### config.mk
export PLATFORM = sky130hd
export DESIGN_NAME = board_renderer
export DESIGN_NICKNAME = d
export VERILOG_FILES = /design/src/rtl/board_renderer.sv
export SDC_FILE = /design/constraint.sdc
export NUM_CORES = 1
export LEC_CHECK = 0
export CAP_MARGIN = 20
export CORE_MARGIN = 2
export CORE_UTILIZATION = 30
export CTS_BUF_LIST = sky130_fd_sc_hd__clkbuf_4 sky130_fd_sc_hd__clkbuf_8
export DETAILED_ROUTE_END_ITERATION = 8
export PLACE_DENSITY = 0.5
export SKIP_LAST_GASP = 1
export SLEW_MARGIN = 20
export SYNTH_ARGS = -nofsm -noshare
export SYNTH_HDL_FRONTEND = slang
export SYNTH_SLANG_ARGS = --single-unit
### constraint.sdc
create_clock -name clk -period 6.2 [get_ports clk]
set_clock_uncertainty 0.2 [all_clocks]
set_input_delay 1.24 -clock clk [delete_from_list [all_inputs] [get_ports clk]]
set_output_delay 1.24 -clock clk [all_outputs]
set_load 0.1 [all_outputs]
### src/rtl/board_renderer.sv
// board_renderer: walks board RAM and streams clear, cell and turn-indicator
// pixels to the VGA adapter, one registered pixel per cycle.
module board_renderer #(
    parameter int BOARD_W  = 8,
    parameter int BOARD_H  = 8,
    parameter int CELL_PX  = 16,
    parameter int PITCH    = 17,
    parameter int ORIGIN_X = 1,
    parameter int ORIGIN_Y = 1,
    parameter int SCREEN_W = 160,
    parameter int SCREEN_H = 120,
    parameter int IND_X    = 138,
    parameter int IND_Y    = 30
) (
    input  logic       clk,
    input  logic       reset,
    input  logic       start,
    input  logic [1:0] mode,
    input  logic [2:0] tgt_x,
    input  logic [2:0] tgt_y,
    input  logic [2:0] cur_x,
    input  logic [2:0] cur_y,
    input  logic       sel_valid,
    input  logic [2:0] sel_x,
    input  logic [2:0] sel_y,
    input  logic       turn_player,
    output logic [5:0] cell_addr,
    input  logic [5:0] cell_value,
    output logic [4:0] glyph_code,
    output logic [7:0] glyph_idx,
    input  logic       glyph_bit,
    output logic [7:0] x,
    output logic [6:0] y,
    output logic [2:0] colour,
    output logic       plot,
    output logic       busy,
    output logic       done
);
    localparam int LW   = $clog2(CELL_PX);
    localparam int CW   = 2 * LW;
    localparam int NCLR = SCREEN_W * SCREEN_H;
    localparam int KW   = $clog2(NCLR);

    // state | meaning
    // IDLE  | waiting for start
    // CLEAR | full-screen white raster, x fastest
    // FETCH | board RAM address presented
    // WAIT  | RAM data returns, latched at end of cycle
    // DRAW  | one cell's pixels
    // IND   | turn-indicator square
    // DONE  | one-cycle completion pulse
    typedef enum logic [2:0] {
        S_IDLE,
        S_CLEAR,
        S_FETCH,
        S_WAIT,
        S_DRAW,
        S_IND,
        S_DONE
    } state_t;

    state_t          state_q, state_d;
    logic [1:0]      mode_q, mode_d;
    logic [2:0]      cx_q, cx_d;
    logic [2:0]      cy_q, cy_d;
    logic [5:0]      cell_q, cell_d;
    logic [CW-1:0]   c_q, c_d;
    logic [KW-1:0]   clr_cnt_q, clr_cnt_d;
    logic [7:0]      clr_x_q, clr_x_d;
    logic [6:0]      clr_y_q, clr_y_d;
    logic [7:0]      x_q, x_d;
    logic [6:0]      y_q, y_d;
    logic [2:0]      colour_q, colour_d;
    logic            plot_q, plot_d;

    logic [LW-1:0]   col;
    logic [LW-1:0]   row;
    logic            c_last;
    logic [8:0]      px9;
    logic [8:0]      py9;
    logic            unused_px;
    logic            on_edge;
    logic            sel_hit;
    logic            cur_hit;
    logic            owner;
    logic [4:0]      code;
    logic [2:0]      cell_colour;

    assign col        = c_q[LW-1:0];
    assign row        = c_q[CW-1:LW];
    assign c_last     = (c_q == CW'(CELL_PX * CELL_PX - 1));
    assign owner      = cell_q[5];
    assign code       = cell_q[4:0];

    assign cell_addr  = {cy_q, cx_q};
    assign glyph_code = cell_q[4:0];
    assign glyph_idx  = 8'(c_q);
    assign x          = x_q;
    assign y          = y_q;
    assign colour     = colour_q;
    assign plot       = plot_q;
    assign busy       = (state_q != S_IDLE) && (state_q != S_DONE);
    assign done       = (state_q == S_DONE);

    // Pixel coordinates are formed at 9 bits and truncated onto the output bus.
    always_comb begin
        px9 = 9'(ORIGIN_X) + 9'(cx_q) * 9'(PITCH) + 9'(col);
        py9 = 9'(ORIGIN_Y) + 9'(cy_q) * 9'(PITCH) + 9'(row);
        if (state_q == S_IND) begin
            px9 = 9'(IND_X) + 9'(col);
            py9 = 9'(IND_Y) + 9'(row);
        end
    end

    assign unused_px = ^{px9[8], py9[8:7]};

    assign on_edge = (row == '0) || (row == LW'(CELL_PX - 1)) ||
                     (col == '0) || (col == LW'(CELL_PX - 1));
    assign sel_hit = sel_valid && (sel_x == cx_q) && (sel_y == cy_q);
    assign cur_hit = (cur_x == cx_q) && (cur_y == cy_q);

    // Glyphs are only revealed for the side whose turn it is.
    always_comb begin
        cell_colour = owner ? 3'b100 : 3'b001;
        if (sel_hit && on_edge) begin
            cell_colour = 3'b010;
        end else if (code == 5'b00000) begin
            cell_colour = 3'b000;
        end else if (code == 5'b11111) begin
            cell_colour = 3'b111;
        end else if (glyph_bit && (owner == turn_player)) begin
            cell_colour = 3'b111;
        end else if (cur_hit) begin
            cell_colour = owner ? 3'b110 : 3'b011;
        end
    end

    always_comb begin
        state_d   = state_q;
        mode_d    = mode_q;
        cx_d      = cx_q;
        cy_d      = cy_q;
        cell_d    = cell_q;
        c_d       = c_q;
        clr_cnt_d = clr_cnt_q;
        clr_x_d   = clr_x_q;
        clr_y_d   = clr_y_q;
        x_d       = x_q;
        y_d       = y_q;
        colour_d  = colour_q;
        plot_d    = 1'b0;

        case (state_q)
            S_IDLE: begin
                if (start) begin
                    mode_d = mode;
                    c_d    = '0;
                    cx_d   = '0;
                    cy_d   = '0;
                    case (mode)
                        2'b00: begin
                            state_d   = S_CLEAR;
                            clr_cnt_d = KW'(NCLR - 1);
                            clr_x_d   = '0;
                            clr_y_d   = '0;
                        end
                        2'b01: state_d = S_FETCH;
                        2'b10: begin
                            state_d = S_FETCH;
                            cx_d    = tgt_x;
                            cy_d    = tgt_y;
                        end
                        default: state_d = S_IND;
                    endcase
                end
            end

            S_CLEAR: begin
                plot_d   = 1'b1;
                x_d      = clr_x_q;
                y_d      = clr_y_q;
                colour_d = 3'b111;
                if (clr_x_q == 8'(SCREEN_W - 1)) begin
                    clr_x_d = '0;
                    clr_y_d = clr_y_q + 7'd1;
                end else begin
                    clr_x_d = clr_x_q + 8'd1;
                end
                if (clr_cnt_q == '0) begin
                    state_d = S_FETCH;
                    cx_d    = '0;
                    cy_d    = '0;
                end else begin
                    clr_cnt_d = clr_cnt_q - KW'(1);
                end
            end

            S_FETCH: begin
                state_d = S_WAIT;
                c_d     = '0;
            end

            S_WAIT: begin
                state_d = S_DRAW;
                cell_d  = cell_value;
            end

            S_DRAW: begin
                plot_d   = 1'b1;
                x_d      = px9[7:0];
                y_d      = py9[6:0];
                colour_d = cell_colour;
                c_d      = c_q + CW'(1);
                if (c_last) begin
                    c_d = '0;
                    if (mode_q == 2'b10) begin
                        state_d = S_DONE;
                    end else if (cx_q == 3'(BOARD_W - 1)) begin
                        cx_d = '0;
                        if (cy_q == 3'(BOARD_H - 1)) begin
                            cy_d    = '0;
                            state_d = S_IND;
                        end else begin
                            cy_d    = cy_q + 3'd1;
                            state_d = S_FETCH;
                        end
                    end else begin
                        cx_d    = cx_q + 3'd1;
                        state_d = S_FETCH;
                    end
                end
            end

            S_IND: begin
                plot_d   = 1'b1;
                x_d      = px9[7:0];
                y_d      = py9[6:0];
                colour_d = turn_player ? 3'b100 : 3'b001;
                c_d      = c_q + CW'(1);
                if (c_last) begin
                    c_d     = '0;
                    state_d = S_DONE;
                end
            end

            S_DONE: state_d = S_IDLE;

            default: state_d = S_IDLE;
        endcase
    end

    always_ff @(posedge clk or posedge reset) begin
        if (reset) begin
            state_q   <= S_IDLE;
            mode_q    <= '0;
            cx_q      <= '0;
            cy_q      <= '0;
            cell_q    <= '0;
            c_q       <= '0;
            clr_cnt_q <= '0;
            clr_x_q   <= '0;
            clr_y_q   <= '0;
            x_q       <= '0;
            y_q       <= '0;
            colour_q  <= '0;
            plot_q    <= 1'b0;
        end else begin
            state_q   <= state_d;
            mode_q    <= mode_d;
            cx_q      <= cx_d;
            cy_q      <= cy_d;
            cell_q    <= cell_d;
            c_q       <= c_d;
            clr_cnt_q <= clr_cnt_d;
            clr_x_q   <= clr_x_d;
            clr_y_q   <= clr_y_d;
            x_q       <= x_d;
            y_q       <= y_d;
            colour_q  <= colour_d;
            plot_q    <= plot_d;
        end
    end

endmodule

==> run metrics, run 1 <==
maximum fanout along the worst path=29; ANT nets after route=0; Syn Area/Cell=8.87 um^2; crit share post-route=71.3%; maximum root-to-sink buffer count=2; WS Path Type=flip-flop to output port; worst setup path end=busy; Inserted Diodes=0; Synth area leader=dfrtp_1; synth top area cells=dfrtp_1, ha_1, nand2_1; critical path cell sequence=inv_1, nor2_1, or3_1, clkdlybuf4s50_1; Comb power frac=60.7%; gr usage total=16.7%; Final Instance Area=5740 um^2; Post-synth EDFFs=0; Core ar.=15200 um^2; first-pass GRT wire length=21300 um; PwrDens=585 nW/um^2; critical path's slowest cell=clkdlybuf4s50_1; Max Freq=226 MHz; 1st-iter DRT viols=225; layout cell share with drive strength beyond 1=6.64%; Worst path max stage delay=1.13 ns; worst hold path type=flip-flop to flip-flop; Critical Path Start Type=flip-flop; htree depth=3; Mapped Nets=588; # rows=45; full die area=16600 um^2; Num Clock Sinks=74; Area Growth Syn to Fin=23.1%; clock slew at reported path FFs=0.08 ns; synthesized area=4670 um^2; CTS root buf=clkbuf_8; Via density=5.18; worst r2r src=clr_cnt_q[0]; Leak Pwr=2.39 nW; Setup violations, final=0; #FFs+latches synth=74; Post-CTS Setup Bufs=0; IO buf count=71; max-cap violations=0; Peak supply drop=0.455 mV; cells after synthesis=526; most frequent cells after synthesis=dfrtp_1, nand2_1, nor2_1; Slew @ Worst Pin=1.02 ns; FF-to-FF path depth=7; Remaining Overflow, GRT=0; post-synthesis sequential area ratio=39.7%; reg2reg end=cy_q[2]; Post-route DRC=0; insertion delay to the later sink of the worst-skew pair=0.37 ns; P_int=1.50 mW; CTS resizes=0; Sw Pwr=1.86 mW; I/O pin count=72; Ys Warns=0; Chip Width=129 um; Switching Fraction=55.3%; dpl ws=2.17 ns; DP Area=5520 um^2; area share of the largest cell type after synthesis=39.7%; Clk pwr share=12.9%; synth unique cells=60; Hold Fails Final Rpt=0; final worst setup slack=1.78 ns; setup TNS=0 ns; CP endpoint kind=output port; status=finished clean; Die Y-Extent=129 um; GP Congestion=0.810; WL/cell=16.9 um; Worst Path Required=4.76 ns; Synth Flop Type=dfrtp_1; Hold Buf Count CTS=0; sequential share of power=26.4%; first-pass iteration count of the detailed router=5; Max-slew headroom=31.9%; initial antenna violation count=0; Num CTS Buffers=9; Hold Path Origin=mode_q[0]; overall routed net length=13100 um; Nets=644; worst reg2reg setup slack=3.14 ns; TritonCTS clock tree=done; unrepaired setup endpoints after global routing=false; count leader, synth=dfrtp_1; crit path DAT=2.98 ns; Final Max Tran Viols=0; Vias=4015; Starting Density=30.7%; Final min period=4.42 ns; largest net degree at the start of global routing=75; vias in the first global route=4031; DP Wirelength=9600 um; ys async rst share=100%; Crit. Startpoint=state_q[1]
## how the worst min path moves through the flow
stage	end	slack, ns	depth (start not counted)
floorplan	mode_q[0]	0.24	2
global placement	mode_q[0]	0.26	2
detailed placement	mode_q[0]	0.27	2
CTS	mode_q[0]	0.29	2
global route	y[3]	0.31	2
finish	mode_q[0]	0.28	2
## cell families after synthesis
family / count (synthesis) / share of synthesized area (%)
simple gates: 200 / 21.1
compound gates: 116 / 15.4
flops: 74 / 39.7
buf+inv: 54 / 4.80
xor+xnor: 40 / 7.50
fa+ha+maj: 30 / 8.68
mux: 12 / 2.89
## per-layer routing
layer | up-vias | wire, um | track usage [%]
met3 | 26 | 622 | 3.70
met1 | 1927 | 6360 | 23.0
met2 | 104 | 5720 | 24.9
met5 | - | 0 | 0
met4 | 0 | 400 | 8.12
li1 | 1958 | - | -
## area by class of cell
| cell class | instances | area, um^2 |
|---|---|---|
| inverter | 22 | 82.6 |
| tap | 188 | 235 |
| clock buffer | 11 | 145 |
| clock inverter | 5 | 77.6 |
| timing repair buffer | 77 | 759 |
| multi-input combinational | 398 | 2590 |
| sequential | 74 | 1850 |
| fill | 1566 | 9460 |
## through the flow
stage / power (mW) / utilization, % / hold WS [ns] / instances
after floorplan: 2.41 / - / 0.241 / 526
after global placement: 2.92 / 36.3 / 0.256 / 759
after detailed placement: 2.94 / 36.3 / 0.271 / 759
final: 3.36 / 37.8 / 0.283 / 775
after global routing: 3.58 / 37.8 / 0.313 / 775
after CTS: 3.39 / 37.8 / 0.290 / 775
## power groups by stage
stage,clock network (mW),logic (mW),registers [mW]
2_1_floorplan,0,1.02,1.39
3_3_place_gp,0,2.03,0.891
3_5_place_dp,0,2.04,0.896
4_1_cts,0.446,2.05,0.890
5_1_grt,0.464,2.20,0.919
6_report,0.433,2.04,0.889
## critical path, delay by kind of cell, from the launching register on
kind / cells / cell delay [ns]
buffers and inverters: 2 / 1.41
DFF: 1 / 0.93
and+or+nand+nor: 2 / 0.27
## registers in the layout (all words and copies together) (netlist names)
name / count
clr_cnt_q: 15
clr_x_q: 8
glyph_idx: 8
x: 8
clr_y_q: 7
y: 7
cell_q: 6
colour: 3
cx_q: 3
cy_q: 3
state_q: 3
mode_q: 2
plot: 1
## layout by cell type (no fill, tap or decap), types with 7 or more instances in the layout
cell type,netlist,layout
o21ai_0,45,45
nor2_1,46,46
a22oi_1,8,8
xor2_1,20,20
clkbuf_8,0,10
nor4_1,7,7
ha_1,26,26
inv_1,21,20
a21oi_1,31,31
mux2_2,8,8
dfrtp_1,74,74
nand3_1,27,27
nand4_1,9,9
nor3_1,12,12
nand2_1,62,62
xnor2_1,20,20
clkdlybuf4s50_1,0,71
No activity file was read; power rests on OpenSTA's default activity.
==> run 2, diff against run 1 <==
==> constraint.sdc (replaced) <==
create_clock -name clk -period 4.07 [get_ports clk]
set_clock_uncertainty 0.2 [all_clocks]
set_input_delay 0.814 -clock clk [delete_from_list [all_inputs] [get_ports clk]]
set_output_delay 0.814 -clock clk [all_outputs]
set_load 0.1 [all_outputs]
==> run metrics, run 2 (synthesis gave the netlist of run 1 again) <==
status=finished clean (unchanged); Buffers & Inverters on Critical Path=1 (was 2); Area Growth Syn to Fin=25.1% (was 23.1%); Leak Pwr=2.45 nW (was 2.39 nW); Final Max Tran Viols=0 (unchanged); Nets=650 (was 644); worst reg2reg setup slack=1.03 ns (was 3.14 ns); Post-route DRC=0 (unchanged); uppermost layer routed=met4 (unchanged); initial antenna violation count=0 (unchanged); Inserted Diodes=0 (unchanged); max-cap violations=0 (unchanged); TritonCTS clock tree=done (unchanged); insertion delay to the later sink of the worst-skew pair=0.37 ns (about the same); first-pass iteration count of the detailed router=4 (was 5); Critical Path Start Type=flip-flop (unchanged); final worst setup slack=0.844 ns (was 1.78 ns); Hold Fails Final Rpt=0 (unchanged); maximum fanout along the worst path=10 (was 29); dpl ws=0.900 ns (was 2.17 ns); critical path cell sequence=clkdlybuf4s50_1 (was inv_1, nor2_1, or3_1, clkdlybuf4s50_1); WL/cell=16.9 um (about the same); Worst Path Required=3.06 ns (was 4.76 ns); Starting Density=30.7% (unchanged); Num Clock Sinks=74 (unchanged); Clk pwr share=14.1% (was 12.9%); Via density=5.21 (was 5.18); htree depth=3 (unchanged); 1st-iter DRT viols=228 (was 225); Die Y-Extent=129 um (unchanged); Slew @ Worst Pin=1.01 ns (was 1.02 ns); # rows=45 (unchanged); crit path DAT=2.21 ns (was 2.98 ns); Vias=4071 (was 4015); CTS resizes=0 (unchanged); Switching Fraction=54.2% (was 55.3%); CTS root buf=clkbuf_8 (unchanged); full die area=16600 um^2 (unchanged); Peak supply drop=0.533 mV (was 0.455 mV); worst hold path type=flip-flop to flip-flop (unchanged); Setup violations, final=0 (unchanged); Crit. Startpoint=cx_q[0] (was state_q[1]); met2 routed WL=5890 um (was 5720 um); Worst path max stage delay=1.22 ns (was 1.13 ns); Sw Pwr=2.85 mW (was 1.86 mW); largest register by flop count=clr_cnt_q (unchanged); clock slew at reported path FFs=0.08 ns (about the same); worst r2r src=cy_q[0] (was clr_cnt_q[0]); critical path's slowest cell=clkdlybuf4s50_1 (unchanged); fillers=1594 (was 1566); Remaining Overflow, GRT=0 (unchanged); max reg flops=15 (unchanged); most common cell after layout, fill and taps aside=dfrtp_1 (unchanged); sequential share of power=26.5% (was 26.4%); Post-CTS Setup Bufs=0 (unchanged); met3 routed WL=657 um (was 622 um); Core ar.=15200 um^2 (unchanged); overall routed net length=13200 um (was 13100 um); WS Path Type=flip-flop to output port (unchanged); gr usage total=16.8% (was 16.7%); CP endpoint kind=output port (unchanged); Hold Path Origin=y[3] (was mode_q[0]); I/O pin count=72 (unchanged); unrepaired setup endpoints after global routing=false (unchanged); GP Congestion=0.864 (was 0.810); P_int=2.41 mW (was 1.50 mW); setup TNS=0 ns (unchanged); largest net degree at the start of global routing=48 (was 75); commonest cells after routing, fill and taps aside=dfrtp_1, clkdlybuf4s50_1, nand2_1, nor2_1, o21ai_0 (unchanged); layout cell share with drive strength beyond 1=7.93% (was 6.64%); first-pass GRT wire length=21400 um (was 21300 um); Final min period=3.23 ns; Max-slew headroom=32.5% (was 31.9%); vias in the first global route=4018 (was 4031); Max Freq=310 MHz; metal1 wirelength=6450 um (was 6360 um); Hold Buf Count CTS=0 (unchanged); ANT nets after route=0 (unchanged); PwrDens=900 nW/um^2 (was 585 nW/um^2); crit share post-route=79.3%; maximum root-to-sink buffer count=2 (unchanged); crit-path leading delay family=buffers and inverters (unchanged); DP Wirelength=9890 um (was 9600 um); Num CTS Buffers=9 (unchanged); Chip Width=129 um (unchanged); IO buf count=71 (unchanged); Comb power frac=59.4% (was 60.7%)
==> run 2: path summary, 6_finish.rpt <==
kind                                     end  cells after the start
worst max-delay path            cell_addr[0]                      1
worst min-delay path                    y[3]                      2
worst max register to register          y[5]                     11
worst min register to register          y[3]                      2
max in group asynchronous            cy_q[1]                      3
min in group asynchronous         clr_x_q[4]                      2
==> run 2: metal layers <==
metal | up-vias | GRT usage, %
met5 | - | 0
met4 | 0 | 5.88
met3 | 16 | 4.07
met2 | 102 | 25.6
met1 | 1982 | 23.3
li1 | 1971 | -
==> run 2: area by class of cell <==
cell class / count / area [um^2] / area share [%]
timing repair buffer: 83 / 821 / 14.1
clock inverter: 4 / 97.6 / 1.67
tap: 188 / 235 / 4.03
sequential: 74 / 1850 / 31.7
multi-input combinational: 398 / 2590 / 44.4
inverter: 22 / 82.6 / 1.41
clock buffer: 12 / 159 / 2.72
==> run 2: per-stage QoR <==
step,power (mW),hold WS [ns],cell area [um^2],util [%],cells
after global routing,5.57,0.314,5840,38.4,781
after global placement,4.49,0.259,5580,36.7,765
final,5.26,0.291,5840,38.4,781
after CTS,5.28,0.295,5840,38.4,781
after detailed placement,4.52,0.274,5580,36.7,765
after floorplan,3.68,0.241,4670,-,526
==> run 2: power groups by stage <==
stage	clock network [mW]	registers, mW	logic, mW
2_1_floorplan	0	2.12	1.56
3_3_place_gp	0	1.40	3.09
3_5_place_dp	0	1.40	3.12
4_1_cts	0.762	1.39	3.13
5_1_grt	0.793	1.44	3.34
6_report	0.743	1.39	3.12
==> patch 1 (flow settings as in run 1) <==
Take the reset off `c_q`, `x_q` and `y_q` and load them in a clocked block of their own.
--- a/src/rtl/board_renderer.sv
+++ b/src/rtl/board_renderer.sv
@@ -256,12 +256,9 @@
             cx_q      <= '0;
             cy_q      <= '0;
             cell_q    <= '0;
-            c_q       <= '0;
             clr_cnt_q <= '0;
             clr_x_q   <= '0;
             clr_y_q   <= '0;
-            x_q       <= '0;
-            y_q       <= '0;
             colour_q  <= '0;
             plot_q    <= 1'b0;
         end else begin
@@ -270,16 +267,19 @@
             cx_q      <= cx_d;
             cy_q      <= cy_d;
             cell_q    <= cell_d;
-            c_q       <= c_d;
             clr_cnt_q <= clr_cnt_d;
             clr_x_q   <= clr_x_d;
             clr_y_q   <= clr_y_d;
-            x_q       <= x_d;
-            y_q       <= y_d;
             colour_q  <= colour_d;
             plot_q    <= plot_d;
         end
     end
 
+    always_ff @(posedge clk) begin
+        c_q <= c_d;
+        x_q <= x_d;
+        y_q <= y_d;
+    end
+
 endmodule
 
Behaviour: differs if reset is asserted again (counterexample within 4 cycles, from zero or initial values and one cycle with reset high); with reset held inactive, the same outputs for 10 cycles.
==> patch 1 against run 1 <==
- worst hold slack better by 0.021 ns
- design area shrank 1.4%
- via count down 7.0%
- count of clock-buffer cells in the layout rose by 3
- synthesized area decreased by 1.2%
- worst setup slack improved by 0.15 ns
- first-iteration DRC count shrank 4.0%
- global-route usage fell by 1.7 points
- critical path type unchanged
- routed wire length is 8.7% lower
- sequential cell count did not move
Power is left out: the tool's default activity adds up to more than one toggle a clock period on the data nets, which glitch-free logic cannot reach.
==> patch 1: results (changes against run 1) <==
post-synthesis async set-or-reset flop share=0.689 (was 1.00); Post-synth top cells=51 x dfrtp_1, 50 x nand2_1, 38 x nor2_1 (was 74 x dfrtp_1, 62 x nand2_1, 46 x nor2_1); reg2reg path depth=11 (was 7); vias in the first global route=3,636 (was 4,031); post-DP HPWL=8.78 mm (was 9.60 mm); hold depth=1 (was 2); Non-Filler Instances=735 (was 775); largest net degree at the start of global routing=52 (was 75); Via Count=3,735 (was 4,015); crit-path max FO=17 (was 29); Max-slew headroom=0.306 (was 0.319); Placed Area=0.00546 mm^2 (was 0.00552 mm^2); critical path data arrival time=2.84 ns (was 2.98 ns); fraction of layout cells with a size suffix above 1=0.0804 (was 0.0664); worst r2r dst=y[5]$_DFFE_PP_ (was cy_q[2]$_DFFE_PP0P_); number of synthesized flops with an enable pin=23 (was 0); clock latency at the later pin of the worst-skew pair=0.35 ns (was 0.37 ns); R2R Path Start=cy_q[0]$_DFFE_PP0P_ (was clr_cnt_q[0]$_DFFE_PP0P_); gr usage total=0.150 (was 0.167); placed cells=719 (was 759); top post-synthesis cells by area=dfrtp_1 28%, edfxtp_1 15%, ha_1 7.1% (was dfrtp_1 40%, ha_1 7.0%, nand2_1 5.0%); Nets=604 (was 644); Hold Startpoint=mode_q[1]$_DFFE_PP0P_ (was mode_q[0]$_DFFE_PP0P_); Syn Area/Cell=9.55 um^2 (was 8.87 um^2); DR pass1 iterations=4 (was 5); GPL Wtd Cong=0.858 (was 0.810); DRT iter0 DRCs=216 (was 225); post-synth cell types=47 (was 60); first-pass GRT wire length=19.0 mm (was 21.3 mm); reg-to-reg slack, setup=3.07 ns (was 3.14 ns); wirelength, routed=12.0 mm (was 13.1 mm); status=completed (unchanged); post-synthesis sequential area ratio=0.426 (was 0.397); Net Count, Synth=545 (was 588)
-- patch 1: cell count changes after synthesis, moves of 11 or more --
cell             run 1  this run
dfrtp_1             74        51
edfxtp_1             0        23
o21ai_0             45        32
nand2_1             62        50
nand3_1             27        15
xnor2_1             20        31
-- patch 1: worst max path at each step --
stage	from	to	cells after the start
3_3_place_gp	mode[0]	clr_cnt_q[13]$_DFFE_PP0P_	8
4_1_cts	state_q[2]$_DFFE_PP0P_	busy	3
6_report	state_q[2]$_DFFE_PP0P_	busy	3
2_1_floorplan	state_q[0]$_DFFE_PP0P_	done	4
3_5_place_dp	mode[1]	clr_cnt_q[13]$_DFFE_PP0P_	8
5_1_grt	state_q[2]$_DFFE_PP0P_	busy	3
-- patch 1: area by class of cell --
type / instances / area (um^2)
sequential: 74 / 1970
timing repair buffer: 74 / 733
inverter: 21 / 78.8
tap: 188 / 235
fill: 1559 / 9430
clock inverter: 2 / 10.0
clock buffer: 14 / 180
multi-input combinational: 362 / 2460
-- patch 1: critical path, stage by stage (launching register included) --
cell and delay [ns]:
dfrtp_1 0.67, nor2b_1 0.47, or3_1 0.21, clkdlybuf4s50_1 1.14
-- patch 1: cell families (layout without fill, tap and decap cells) --
kind of cell               count (synthesis)  after routing  share of synthesized area
and+or+nand+nor                          182            182                      0.198
AOI/OAI and AO/OA                         83             83                      0.107
DFF                                       74             74                      0.426
buffers and inverters                     47            111                     0.0423
xor gates and xnor gates                  43             43                     0.0817
adders and majority gates                 30             30                     0.0879
muxes                                     24             24                     0.0559
-- patch 1: routing by layer --
| layer | wire (um) | GRT usage | vias to the layer above | part of all wire |
|---|---|---|---|---|
| li1 | - | - | 1834 | - |
| met1 | 5870 | 0.206 | 1794 | 0.49 |
| met2 | 5490 | 0.238 | 97 | 0.46 |
| met3 | 464 | 0.0301 | 10 | 0.039 |
| met4 | 142 | 0.0472 | 0 | 0.012 |
| met5 | 0 | 0 | - | 0 |
-- patch 1: per-stage QoR --
step                hold slack, ns  setup WS [ns]
floorplan                    0.261           2.52
global placement             0.294           2.08
detailed placement           0.289           1.95
CTS                          0.307           1.93
global route                 0.336           1.76
finish                       0.304           1.92
==> patch 2 (config.mk and constraints of run 1) <==
Made on the original files. `SCREEN_W`: 160 -> 80.
--- a/src/rtl/board_renderer.sv
+++ b/src/rtl/board_renderer.sv
@@ -7,7 +7,7 @@
     parameter int PITCH    = 17,
     parameter int ORIGIN_X = 1,
     parameter int ORIGIN_Y = 1,
-    parameter int SCREEN_W = 160,
+    parameter int SCREEN_W = 80,
     parameter int SCREEN_H = 120,
     parameter int IND_X    = 138,
     parameter int IND_Y    = 30
Formal check against the unedited RTL: no difference found for any inputs over 4 cycles, from zero or initial values and one cycle with reset high; that may be too few to reach the edited logic, so the function may still have changed.
==> patch 2 against run 1 <==
- design area is 0.63% higher
- sequential cell count shrank 1
- register-to-register slack worse by 0.04 ns
- sequential share of layout area down 0.64 points
- non-clock buffer count fell by 1
- utilization is essentially flat
- worst setup slack worse by 0.047 ns
- global-route usage is 0.081 points higher
- synthesized area grew 1.7%
- routed wire length is 1.1% higher
Power is left out: the tool's default activity adds up to more than one toggle a clock period on the data nets, which glitch-free logic cannot reach.
==> patch 2: results (changes against run 1) <==
Critical Path Start=state_q[2]$_DFFE_PP0P_ (was state_q[1]$_DFFE_PP0P_); post-synthesis sequential area ratio=0.385 (was 0.397); Post-synth top cells=73 x dfrtp_1, 54 x nand2_1, 53 x nor2_1 (was 74 x dfrtp_1, 62 x nand2_1, 46 x nor2_1); GPL Wtd Cong=0.815 (was 0.810); gr usage total=0.168 (was 0.167); largest net degree at the start of global routing=42 (was 75); Nets=640 (was 644); status=completed (unchanged); top post-synthesis cells by area=dfrtp_1 38%, ha_1 7.1%, xnor2_1 4.4% (was dfrtp_1 40%, ha_1 7.0%, nand2_1 5.0%); Max-slew headroom=0.316 (was 0.319); vias in the first global route=4,021 (was 4,031); crit-path max FO=28 (was 29); drt wl/cell=16.7 um (was 16.9 um); post-DP HPWL=10.0 mm (was 9.60 mm); max reg flops=14 (was 15); critical path data arrival time=3.03 ns (was 2.98 ns); wirelength, routed=13.3 mm (was 13.1 mm); Largest Register=clr_cnt_q (unchanged); first-pass GRT wire length=21.7 mm (was 21.3 mm); fraction of layout cells with a size suffix above 1=0.0825 (was 0.0664); Net Count, Synth=582 (was 588); DRT iter0 DRCs=242 (was 225); Cells after Synth=519 (was 526); R2R Path Start=cy_q[0]$_DFFE_PP0P_ (was clr_cnt_q[0]$_DFFE_PP0P_); placed cells=777 (was 759)
-- patch 2: final timing paths --
check                                      endpoint  slack [ns]  depth (start not counted)
max reg2reg                        y[5]$_DFFE_PP0P_        3.10                         11
max                                            done        1.73                          3
min reg2reg                        x[1]$_DFFE_PP0P_        0.29                          2
min in group asynchronous  clr_cnt_q[8]$_DFFE_PP0P_        1.11                          2
min                                x[1]$_DFFE_PP0P_        0.29                          2
max in group asynchronous     cell_q[5]$_DFFE_PP0P_        3.65                          3
-- patch 2: kinds of logic (layout without fill, tap and decap cells) --
kind of cell,count (synthesis),count (layout),share of synthesized area
XOR/XNOR,32,32,0.0591
buffers and inverters,51,114,0.0519
AO/OA/AOI/OAI,131,131,0.180
AND/OR/NAND/NOR,186,186,0.202
flip-flops,73,73,0.385
multiplexers,15,15,0.0343
adder cells (fa/ha/maj),31,31,0.0881
-- patch 2: worst register-to-register path, delay by kind of cell (launching register included) --
family          cells  cell delay, ns
compound gates      3            0.49
xor+xnor            1            0.30
fa+ha+maj           3            1.05
buf+inv             3            0.29
flops               1            0.53
simple gates        1            0.13
-- patch 2: area by class of cell --
| class | count | share of cell area |
|---|---|---|
| Multi-Input combinational cell | 395 | 0.462 |
| Sequential cell | 73 | 0.316 |
| Timing Repair Buffer | 76 | 0.129 |
| Tap cell | 211 | 0.0457 |
| Clock buffer | 14 | 0.0301 |
| Inverter | 22 | 0.0143 |
| Clock inverter | 2 | 0.00216 |
-- patch 2: through the flow --
| step | cell area, um^2 | utilization |
|---|---|---|
| after floorplan | 4750 | - |
| after global placement | 5590 | 0.365 |
| after detailed placement | 5590 | 0.365 |
| after CTS | 5780 | 0.377 |
| after global routing | 5780 | 0.377 |
| final | 5780 | 0.377 |
-- patch 2: metal layers --
| layer | vias to the layer above | GRT usage | part of all wire |
|---|---|---|---|
| li1 | 1966 | - | - |
| met3 | 19 | 0.0365 | 0.050 |
| met5 | - | 0 | 0 |
| met2 | 113 | 0.273 | 0.47 |
| met1 | 1950 | 0.222 | 0.46 |
| met4 | 0 | 0.0582 | 0.018 |
